File: config.mk
export PLATFORM = sky130hd
export DESIGN_NAME = disp_seq
export DESIGN_NICKNAME = d
export VERILOG_FILES = /design/src/rtl/disp_pkg.sv /design/src/rtl/disp_init_rom.sv /design/src/rtl/disp_seq.sv
export SDC_FILE = /design/constraint.sdc
export NUM_CORES = 1
export LEC_CHECK = 0
export CAP_MARGIN = 25
export CORE_MARGIN = 1.5
export CORE_UTILIZATION = 53
export DETAILED_ROUTE_END_ITERATION = 12
export PLACE_DENSITY = 0.84
export SYNTH_ARGS = -nofsm -noshare
export SYNTH_HDL_FRONTEND = slang
export SYNTH_SLANG_ARGS = --single-unit
File: constraint.sdc
create_clock -name clk -period 3 [get_ports clk]
set_clock_uncertainty 0.05 [all_clocks]
set_input_delay 0.6 -clock clk [delete_from_list [all_inputs] [get_ports clk]]
set_output_delay 0.6 -clock clk [all_outputs]
set_load 0.01 [all_outputs]
File: src/rtl/disp_pkg.sv
// Shared types and constants for the SSD1306-class display sequencer.
package disp_pkg;

   // Main sequencer states
   typedef enum logic [2:0] {
      S_IDLE,
      S_RST_LO,
      S_RST_WAIT,
      S_INIT,
      S_ADDR,
      S_PIX,
      S_CHECK,
      S_READY
   } main_state_e;

   // Per-byte handshake with the SPI byte shifter
   typedef enum logic [1:0] {
      B_IDLE,
      B_ACCEPT,
      B_SHIFT
   } byte_state_e;

   // Controller opcodes
   localparam logic [7:0] CMD_COL_ADDR  = 8'h21;
   localparam logic [7:0] CMD_PAGE_ADDR = 8'h22;
   localparam logic [7:0] CMD_DISP_OFF  = 8'hAE;
   localparam logic [7:0] CMD_DISP_ON   = 8'hAF;

   // Bytes in the column/page address window sent ahead of every frame
   localparam int ADDR_LEN = 6;

   // Address window: full column range, then full page range
   function automatic logic [7:0] addr_win_byte(input logic [2:0] idx,
                                                input logic [7:0] col_end,
                                                input logic [7:0] page_end);
      logic [7:0] b;
      case (idx)
         3'd0:    b = CMD_COL_ADDR;
         3'd1:    b = 8'h00;
         3'd2:    b = col_end;
         3'd3:    b = CMD_PAGE_ADDR;
         3'd4:    b = 8'h00;
         3'd5:    b = page_end;
         default: b = 8'h00;
      endcase
      return b;
   endfunction

endpackage

File: src/rtl/disp_init_rom.sv
// Power-up command list for the display controller: display off first,
// display on last, NOP filler if the list is made longer than the table.
module disp_init_rom
   import disp_pkg::*;
#(
   parameter int INIT_LEN = 16,
   localparam int IW = (INIT_LEN > 1) ? $clog2(INIT_LEN) : 1
)(
   input  logic [IW-1:0] idx_i,
   output logic [7:0]    data_o
);

   // Index to command byte; the final entry is always display-on
   always_comb begin
      // NOTE: data_o gets a value on every path first, so no latch is inferred.
      data_o = 8'hE3;
      if (idx_i == IW'(INIT_LEN - 1)) begin
         data_o = CMD_DISP_ON;
      end else begin
         case (int'(idx_i))
            0:       data_o = CMD_DISP_OFF;
            1:       data_o = 8'hD5;   // clock divide / oscillator
            2:       data_o = 8'h80;
            3:       data_o = 8'hA8;   // multiplex ratio
            4:       data_o = 8'h3F;
            5:       data_o = 8'hD3;   // display offset
            6:       data_o = 8'h00;
            7:       data_o = 8'h40;   // start line 0
            8:       data_o = 8'h8D;   // charge pump
            9:       data_o = 8'h14;
            10:      data_o = 8'h20;   // horizontal addressing mode
            11:      data_o = 8'h00;
            12:      data_o = 8'hA1;   // segment remap
            13:      data_o = 8'hC8;   // COM scan direction
            14:      data_o = 8'hA4;   // display follows RAM
            default: data_o = 8'hE3;   // NOP
         endcase
      end
   end

endmodule

File: src/rtl/disp_seq.sv
// Display sequencer: bit-rate strobe, hardware reset pulse, init list,
// then frames of address window plus framebuffer bytes to the SPI shifter.
module disp_seq
   import disp_pkg::*;
#(
   parameter int CLK_DIV    = 4,
   parameter int RST_CYCLES = 1000,
   parameter int INIT_LEN   = 16,
   parameter int COLS       = 128,
   parameter int PAGES      = 8,
   localparam int NPIX = COLS * PAGES,
   localparam int AW   = (NPIX > 1) ? $clog2(NPIX) : 1
)(
   input  logic          clk,
   input  logic          rst_n,
   input  logic          enable,
   input  logic          refresh,
   output logic          busy,
   output logic          frame_done,
   output logic          spi_en,
   output logic          spi_start,
   output logic [7:0]    spi_data,
   input  logic          spi_done,
   output logic          dc,
   output logic          disp_rst_n,
   output logic [AW-1:0] pix_addr,
   input  logic [7:0]    pix_data
);

   localparam int DIV_W = $clog2(CLK_DIV);
   localparam int RC_W  = $clog2(RST_CYCLES + 1);
   localparam int ROM_W = (INIT_LEN > 1) ? $clog2(INIT_LEN) : 1;
   localparam int IDX_A = (NPIX > INIT_LEN) ? NPIX : INIT_LEN;
   localparam int IDX_N = (IDX_A > ADDR_LEN) ? IDX_A : ADDR_LEN;
   localparam int IDX_W = $clog2(IDX_N);

   logic [DIV_W-1:0] div_q, div_d;
   logic             spi_en_q;

   main_state_e      st_q;
   byte_state_e      bst_q;
   logic [RC_W-1:0]  rcnt_q;
   logic [IDX_W-1:0] idx_q;
   logic [IDX_W-1:0] last_idx;
   logic             last_byte;
   logic [ROM_W-1:0] rom_idx;
   logic [7:0]       rom_byte;
   logic [7:0]       next_byte;

   logic             spi_start_q;
   logic [7:0]       spi_data_q;
   logic             dc_q;
   logic             disp_rst_n_q;
   logic             busy_q;
   logic             frame_done_q;
   logic             pend_q;
   logic [AW-1:0]    pix_addr_q;

   assign spi_en     = spi_en_q;
   assign spi_start  = spi_start_q;
   assign spi_data   = spi_data_q;
   assign dc         = dc_q;
   assign disp_rst_n = disp_rst_n_q;
   assign busy       = busy_q;
   assign frame_done = frame_done_q;
   assign pix_addr   = pix_addr_q;

   // Divider next value: counts 0..CLK_DIV-1 and wraps
   always_comb begin
      div_d = (div_q == DIV_W'(CLK_DIV - 1)) ? '0 : div_q + 1'b1;
   end

   // Free-running divider; the strobe is registered from the terminal count
   always_ff @(posedge clk) begin
      // NOTE: reset is synchronous here; rst_n only acts on a clk edge.
      if (!rst_n) begin
         div_q    <= '0;
         spi_en_q <= 1'b0;
      end else begin
         // NOTE: sequential state uses <= so every register sees pre-edge values.
         div_q    <= div_d;
         spi_en_q <= (div_q == DIV_W'(CLK_DIV - 1));
      end
   end

   assign rom_idx = ROM_W'(idx_q);

   disp_init_rom #(
      .INIT_LEN (INIT_LEN)
   ) u_init_rom (
      .idx_i  (rom_idx),
      .data_o (rom_byte)
   );

   // Byte source and last index for the phase currently being streamed
   always_comb begin
      next_byte = 8'h00;
      last_idx  = IDX_W'(NPIX - 1);
      case (st_q)
         S_INIT: begin
            next_byte = rom_byte;
            last_idx  = IDX_W'(INIT_LEN - 1);
         end
         S_ADDR: begin
            next_byte = addr_win_byte(3'(idx_q), 8'(COLS - 1), 8'(PAGES - 1));
            last_idx  = IDX_W'(ADDR_LEN - 1);
         end
         S_PIX:   next_byte = pix_data;
         default: ;
      endcase
   end

   assign last_byte = (idx_q == last_idx);

   // Main sequencer with embedded byte handshake; all outputs registered
   always_ff @(posedge clk) begin
      if (!rst_n) begin
         st_q         <= S_IDLE;
         bst_q        <= B_IDLE;
         rcnt_q       <= '0;
         idx_q        <= '0;
         spi_start_q  <= 1'b0;
         spi_data_q   <= 8'h00;
         dc_q         <= 1'b0;
         disp_rst_n_q <= 1'b0;
         busy_q       <= 1'b0;
         frame_done_q <= 1'b0;
         pend_q       <= 1'b0;
         pix_addr_q   <= '0;
      end else begin
         frame_done_q <= 1'b0;
         // Any number of refreshes while busy collapse into one pending frame
         if (refresh && st_q != S_IDLE && st_q != S_READY) begin
            pend_q <= 1'b1;
         end

         case (st_q)
            S_IDLE: begin
               if (enable) begin
                  st_q   <= S_RST_LO;
                  busy_q <= 1'b1;
                  rcnt_q <= '0;
               end
            end

            S_RST_LO: begin
               if (rcnt_q == RC_W'(RST_CYCLES - 1)) begin
                  rcnt_q       <= '0;
                  disp_rst_n_q <= 1'b1;
                  st_q         <= S_RST_WAIT;
               end else begin
                  rcnt_q <= rcnt_q + 1'b1;
               end
            end

            S_RST_WAIT: begin
               if (rcnt_q == RC_W'(RST_CYCLES - 1)) begin
                  rcnt_q <= '0;
                  idx_q  <= '0;
                  st_q   <= S_INIT;
               end else begin
                  rcnt_q <= rcnt_q + 1'b1;
               end
            end

            S_INIT, S_ADDR, S_PIX: begin
               case (bst_q)
                  B_IDLE: begin
                     // Byte and dc are frozen here until the shifter finishes
                     spi_data_q  <= next_byte;
                     dc_q        <= (st_q == S_PIX);
                     spi_start_q <= 1'b1;
                     bst_q       <= B_ACCEPT;
                     // Prefetch the next pixel so its data is ready long before
                     // this byte completes; wraps to 0 after the last pixel
                     if (st_q == S_PIX) begin
                        pix_addr_q <= last_byte ? '0 : pix_addr_q + 1'b1;
                     end
                  end
                  B_ACCEPT: begin
                     // The shifter samples spi_start on this same strobe
                     if (spi_en_q) begin
                        spi_start_q <= 1'b0;
                        bst_q       <= B_SHIFT;
                     end
                  end
                  B_SHIFT: begin
                     if (spi_en_q && spi_done) begin
                        bst_q <= B_IDLE;
                        if (last_byte) begin
                           idx_q <= '0;
                           case (st_q)
                              S_INIT:  st_q <= S_ADDR;
                              S_ADDR:  st_q <= S_PIX;
                              default: begin
                                 st_q         <= S_CHECK;
                                 frame_done_q <= 1'b1;
                              end
                           endcase
                        end else begin
                           idx_q <= idx_q + 1'b1;
                        end
                     end
                  end
                  default: bst_q <= B_IDLE;
               endcase
            end

            S_CHECK: begin
               pend_q <= 1'b0;
               if (pend_q || enable || refresh) begin
                  st_q <= S_ADDR;
               end else begin
                  st_q   <= S_READY;
                  busy_q <= 1'b0;
               end
            end

            S_READY: begin
               if (enable || refresh) begin
                  st_q   <= S_ADDR;
                  busy_q <= 1'b1;
               end
            end

            default: st_q <= S_IDLE;
         endcase
      end
   end

endmodule
==> results of run 1 <==
-- worst max-delay path, delay by kind of cell, from the launching register on --
family / cells / cell delay, ns
buf+inv: 1 / 0.10
simple gates: 4 / 1.20
flops: 1 / 0.47
fa+ha+maj: 1 / 0.23
compound gates: 3 / 0.63
-- final cells by class --
class / instances / area share
Clock buffer: 10 / 0.0341
Clock inverter: 5 / 0.0248
Inverter: 12 / 0.0112
Multi-Input combinational cell: 298 / 0.476
Sequential cell: 60 / 0.298
Tap cell: 75 / 0.0233
Timing Repair Buffer: 59 / 0.132
-- power breakdown --
| group | leakage, nW | switching (mW) | internal, mW |
|---|---|---|---|
| logic | 1.01 | 0.101 | 0.0790 |
| registers | 0.485 | 0.0160 | 0.814 |
| clock network | 0.122 | 0.309 | 0.566 |
| total | 1.62 | 0.427 | 1.46 |
-- metrics by stage --
step,instances,total power [mW],util,setup slack (ns)
CTS,519,1.89,0.680,0.148
finish,519,1.89,0.681,0.210
global route,519,1.96,0.681,0.0352
global placement,504,1.02,0.640,0.0833
floorplan,388,0.966,-,0.206
detailed placement,504,1.02,0.640,0.0304
-- cells in the mapped netlist, types with 4 or more instances --
cell and number:
dfxtp_1 60, nand2_1 45, nor2_1 44, a21oi_1 20, xor2_1 18, o21ai_0 17
nand3_1 13, ha_1 12, inv_1 11, nand4_1 11, clkbuf_1 10, nor3_1 10
nor2b_1 9, xnor2_1 9, and3_1 6, and4_1 5, buf_2 5, mux2i_1 5
a31oi_1 4, o21ai_1 4
-- how the worst max path moves through the flow --
stage | end | slack [ns] | cells past startpoint
5_1_grt | flip-flop | 0.04 | 11
6_report | flip-flop | 0.21 | 9
2_1_floorplan | flip-flop | 0.21 | 11
3_5_place_dp | flip-flop | 0.03 | 12
3_3_place_gp | flip-flop | 0.08 | 11
4_1_cts | flip-flop | 0.15 | 9
-- layer usage --
metal	global-route usage	wire length, microns	part of all wire
met1	0.317	3400	0.44
met2	0.401	3650	0.47
met3	0.0438	371	0.048
met4	0.162	289	0.037
met5	0	0	0
-- cells by family after synthesis --
| logic type | Yosys count | share of synthesized area |
|---|---|---|
| AND/OR/NAND/NOR | 164 | 0.257 |
| buffers and inverters | 30 | 0.0412 |
| XOR/XNOR | 27 | 0.0728 |
| adder cells (fa/ha/maj) | 12 | 0.0462 |
| AO/OA/AOI/OAI | 88 | 0.191 |
| multiplexers | 7 | 0.0223 |
| flip-flops | 60 | 0.370 |
-- timing repair --
| item | CTS | global route |
|---|---|---|
| buffers inserted | 0 | 0 |
| hold buffers | 0 | 0 |
| gates resized for setup | 0 | 1 |
| endpoints found under the setup margin | 0 | 3 |
| hold endpoints to repair | 0 | 0 |
==> reports/qor.csv, run 1 <==
metric,value,unit
fin_setup_tns,0,ns
synth-seq-cells,60,
p_leak,1.62,nW
fin_crit_sh,0.930,
path_clk_slew,0.07,ns
whs,0.395,ns
cp_max_fo,8,
grt_antenna_before_repair,0,
avgSynthCellArea,8.37,sq um
worstSetupStartpoint,st_q[2],
syn-instance-count,388,
cts.sinks,60,
cts_made_buffers,9,
worstPathRequired,3.19,ns
drv_slew,0,
cp.arrival,2.98,ns
finalSetupViolations,0,
die_height,81.3,microns
gp_congestion,0.990,
rsz0062_at_grt,no,
final_common_cell,dfxtp_1,
rrSetupSlack,0.21,ns
insertion_delay,0.35,ns
synthTopCellsByArea,"dfxtp_1 37%, nand2_1 5.2%, nor2_1 5.1%",
syn_nets,413,
async_reset_ff_frac,0,
fin_area,4030,sq um
worst_setup_path_end_kind,flip-flop,
core-area,5920,sq um
grt_max_degree,27,
grt_usage,0.254,
fin_crit,2.79,ns
dieArea,6610,sq um
cts_buffer_depth,2,
slowest_stage,dfxtp_1,
ctsHtreeMaxLevel,3,
drtAntennaViolNets,0,
status,finished clean,
die-width,81.3,microns
synth_edf_count,0,
grt_pass1_vias,2802,
io_pins,37,
slew_headroom,0.703,
layout_common_cells,"60 x dfxtp_1, 45 x nand2_1, 44 x nor2_1",
synth-seq-area-share,0.370,
cts-root-buf,clkbuf_8,
hold_path_end,div_q[0],
vias,3054,
via_per_inst,5.88,
placementRows,28,
drv_cap,0,
finalHoldViolations,0,
hp-start,div_q[0],
reg2reg_from,st_q[2],
multi_input_area,1920,sq um
seq_area,1200,sq um
first_pass_iters,5,
hpwl,5470,microns
syn_area,3250,sq um
synth_top_area_frac,0.370,
vdd_ir_drop_max,0.391,mV
syn_to_final_growth,24.1,%
hold_path.class,reg -> reg,
initial_core_util,0.549,
reg2regPathDepth,9,
wl_per_cell,14.9,microns
cts_tree,built,
portBuffers,36,
synth.distinct_cells,61,
max_freq,358,MHz
cp-start-kind,flip-flop,
drcViolationCount,0,
nFillCells,436,
synth_flop_cell,dfxtp_1,
drt_iter0_drc,247,
worstPathCellList,nor3b_4 > or2_2 > o21ai_0 > a31o_2 > nor2_1 > inv_1 > ha_1 > or3_1 > a21o_1,
wirelength,7710,microns
synth_top_area_cell,dfxtp_1,
antenna_cells,0,
grt_pass1_wl,12900,microns
layout-drive-gt1-share,0.117,
power.density,468,nW/um^2
fin_nets,465,
min_path_cells,1,
place_area,3790,sq um
globalRouteOverflowTotal,0,
critical_path.max_stage_delay,0.47,ns
worstSetupPathType,reg -> reg,
ys_warn_count,0,
tightest_slew,0.435,ns
Power figures use the tool's default switching activity.
==> inputs of run 2 (changes only) <==
--- a/config.mk
+++ b/config.mk
@@ -5,8 +5,8 @@
 export SDC_FILE = /design/constraint.sdc
 export NUM_CORES = 1
 export LEC_CHECK = 0
+export ABC_CLOCK_PERIOD_IN_PS = 3000
 export CAP_MARGIN = 25
-export CORE_MARGIN = 1.5
 export CORE_UTILIZATION = 53
 export DETAILED_ROUTE_END_ITERATION = 12
 export PLACE_DENSITY = 0.84
==> run 2 against run 1 <==
Core utilization is 0.11 points higher; clock power is 3.5% higher; first-iteration DRC count is 10% lower; combinational power hardly changed; cell area is 0.16% higher; final cell count is 0.19% higher; critical path depth is 1 higher; non-clock buffer count stayed put; fmax is 1.9% higher; sequential share of layout area hardly changed; wire length is 0.31% lower; count of clock-buffer cells in the layout is 2 higher.
==> reports/qor.csv, run 2 (synthesis gave the netlist of run 1 again) <==
metric,value,unit,change
status,finished clean,,
finalNonFillerCells,520,,+0.19%
power,1.92,mW,+1.7%
final_common_cell,dfxtp_1,,
fin_crit_sh,0.913,,-0.0173
slowest_stage,or3_1,,
fin_setup_tns,0,ns,unchanged
setup_ws,0.262,ns,+0.0519 ns
initial_core_util,0.549,,unchanged
reg2reg_from,rcnt_q[0],,
layout-drive-gt1-share,0.117,,-0.000263
cp.arrival,2.92,ns,-0.06 ns
postCtsHoldBufs,0,,unchanged
grt_max_degree,27,,unchanged
antenna_cells,0,,unchanged
placed_cells,504,,unchanged
cp_max_fo,5,,-3
wirelength,7690,microns,-0.31%
ctsHtreeMaxLevel,3,,unchanged
worstPathCellList,ha_1 > and4bb_2 > and4_1 > o21ai_0 > o21ai_1 > nor2_1 > inv_1 > ha_1 > or3_1 > a21o_1,,
hp-start,div_q[0],,
rrSetupSlack,0.26,ns,+0.05 ns
die-width,80.3,microns,-1.2%
whs,0.393,ns,-0.00189 ns
drtAntennaViolNets,0,,unchanged
pre_cts_ws,0.00123,ns,-0.0291 ns
grt_antenna_before_repair,0,,unchanged
insertion_delay,0.34,ns,about the same
cts-root-buf,clkbuf_8,,
globalRouteOverflowTotal,0,,unchanged
vdd_ir_drop_max,0.300,mV,-23%
ctsResizeCount,0,,unchanged
worstPathRequired,3.18,ns,about the same
cpMostUsedCell,ha_1,,
grt_usage,0.250,,-0.00340
cts_buffer_depth,2,,unchanged
rsz0062_at_grt,no,,
gp_congestion,0.950,,-4.0%
fin_crit,2.74,ns,-0.0519 ns
fin_nets,465,,unchanged
core-area,5920,sq um,unchanged
drv_cap,0,,unchanged
drv_slew,0,,unchanged
finalHoldViolations,0,,unchanged
p_leak,1.62,nW,+0.36%
tightest_slew,0.464,ns,+0.0288 ns
critical_path.max_stage_delay,0.38,ns,-0.09 ns
final_util,0.682,,+0.00106
portBuffers,36,,unchanged
first_pass_iters,5,,unchanged
place_area,3790,sq um,unchanged
via_per_inst,5.78,,-1.8%
finalSetupViolations,0,,unchanged
syn_to_final_growth,24.3,%,
cts_made_buffers,9,,unchanged
dieArea,6450,sq um,-2.4%
hold_path_end,div_q[0],,
worstSetupPathType,reg -> reg,,
hold_path.class,reg -> reg,,
layout_common_cells,"60 x dfxtp_1, 45 x nand2_1, 44 x nor2_1",,
vias,3004,,-1.6%
fin_area,4040,sq um,+0.16%
cp-start-kind,flip-flop,,
hpwl,5540,microns,+1.3%
drcViolationCount,0,,unchanged
drt_iter0_drc,222,,-10%
die_height,80.3,microns,-1.2%
min_path_cells,1,,unchanged
wl_per_cell,14.8,microns,-0.50%
post_cts_buffers,0,,unchanged
grt_pass1_vias,2731,,-2.5%
io_pins,37,,unchanged
cts.sinks,60,,unchanged
nFillCells,447,,+2.5%
max_freq,365,MHz,+1.9%
slew_headroom,0.690,,-0.0131
power.density,475,nW/um^2,+1.5%
path_clk_slew,0.06,ns,about the same
reg2regPathDepth,10,,+1
grt_pass1_wl,12500,microns,-3.3%
worst_setup_path_end_kind,flip-flop,,
placementRows,28,,unchanged
cts_tree,built,,
run 2: changes by cell type in the layout (fill, tap and decap cells not counted), sizes merged:
cell and change:
clkbuf +2, clkinv -1
run 2: metal layers:
layer	routed length, microns	global-route usage	vias to the layer above
met1	3420	0.307	1386
met2	3720	0.430	110
met4	130	0.0929	0
met3	414	0.0489	19
met5	0	0	-
li1	-	-	1489
run 2: final cells by class:
type                       count  area (sq um)  area share
clock inverter                 4          95.1      0.0236
multi-input combinational    298          1910       0.474
clock buffer                  12           155      0.0384
sequential                    60          1200       0.297
timing repair buffer          59           533       0.132
inverter                      12          45.0      0.0112
tap                           75          93.8      0.0232
run 2: worst max path at each step:
stage	from	to	slack [ns]	cells after the start
after floorplan	rcnt_q[0]	flip-flop	0.21	11
after global placement	spi_done	flip-flop	0.07	10
after detailed placement	spi_done	flip-flop	0.001	10
after CTS	rcnt_q[0]	flip-flop	0.29	10
after global routing	rcnt_q[0]	flip-flop	0.12	10
final	rcnt_q[0]	flip-flop	0.26	10
run 2: power by group:
part           internal, mW  total (mW)  switching [mW]
registers             0.814       0.828          0.0144
clock network         0.596       0.907           0.310
logic                0.0799       0.183           0.103
run 2: worst max-delay path, delay by kind of cell (launching register included):
kind	cells	cell delay [ns]
AO/OA/AOI/OAI	3	0.53
buffers and inverters	1	0.12
adder cells (fa/ha/maj)	2	0.49
flip-flops	1	0.34
AND/OR/NAND/NOR	4	1.09
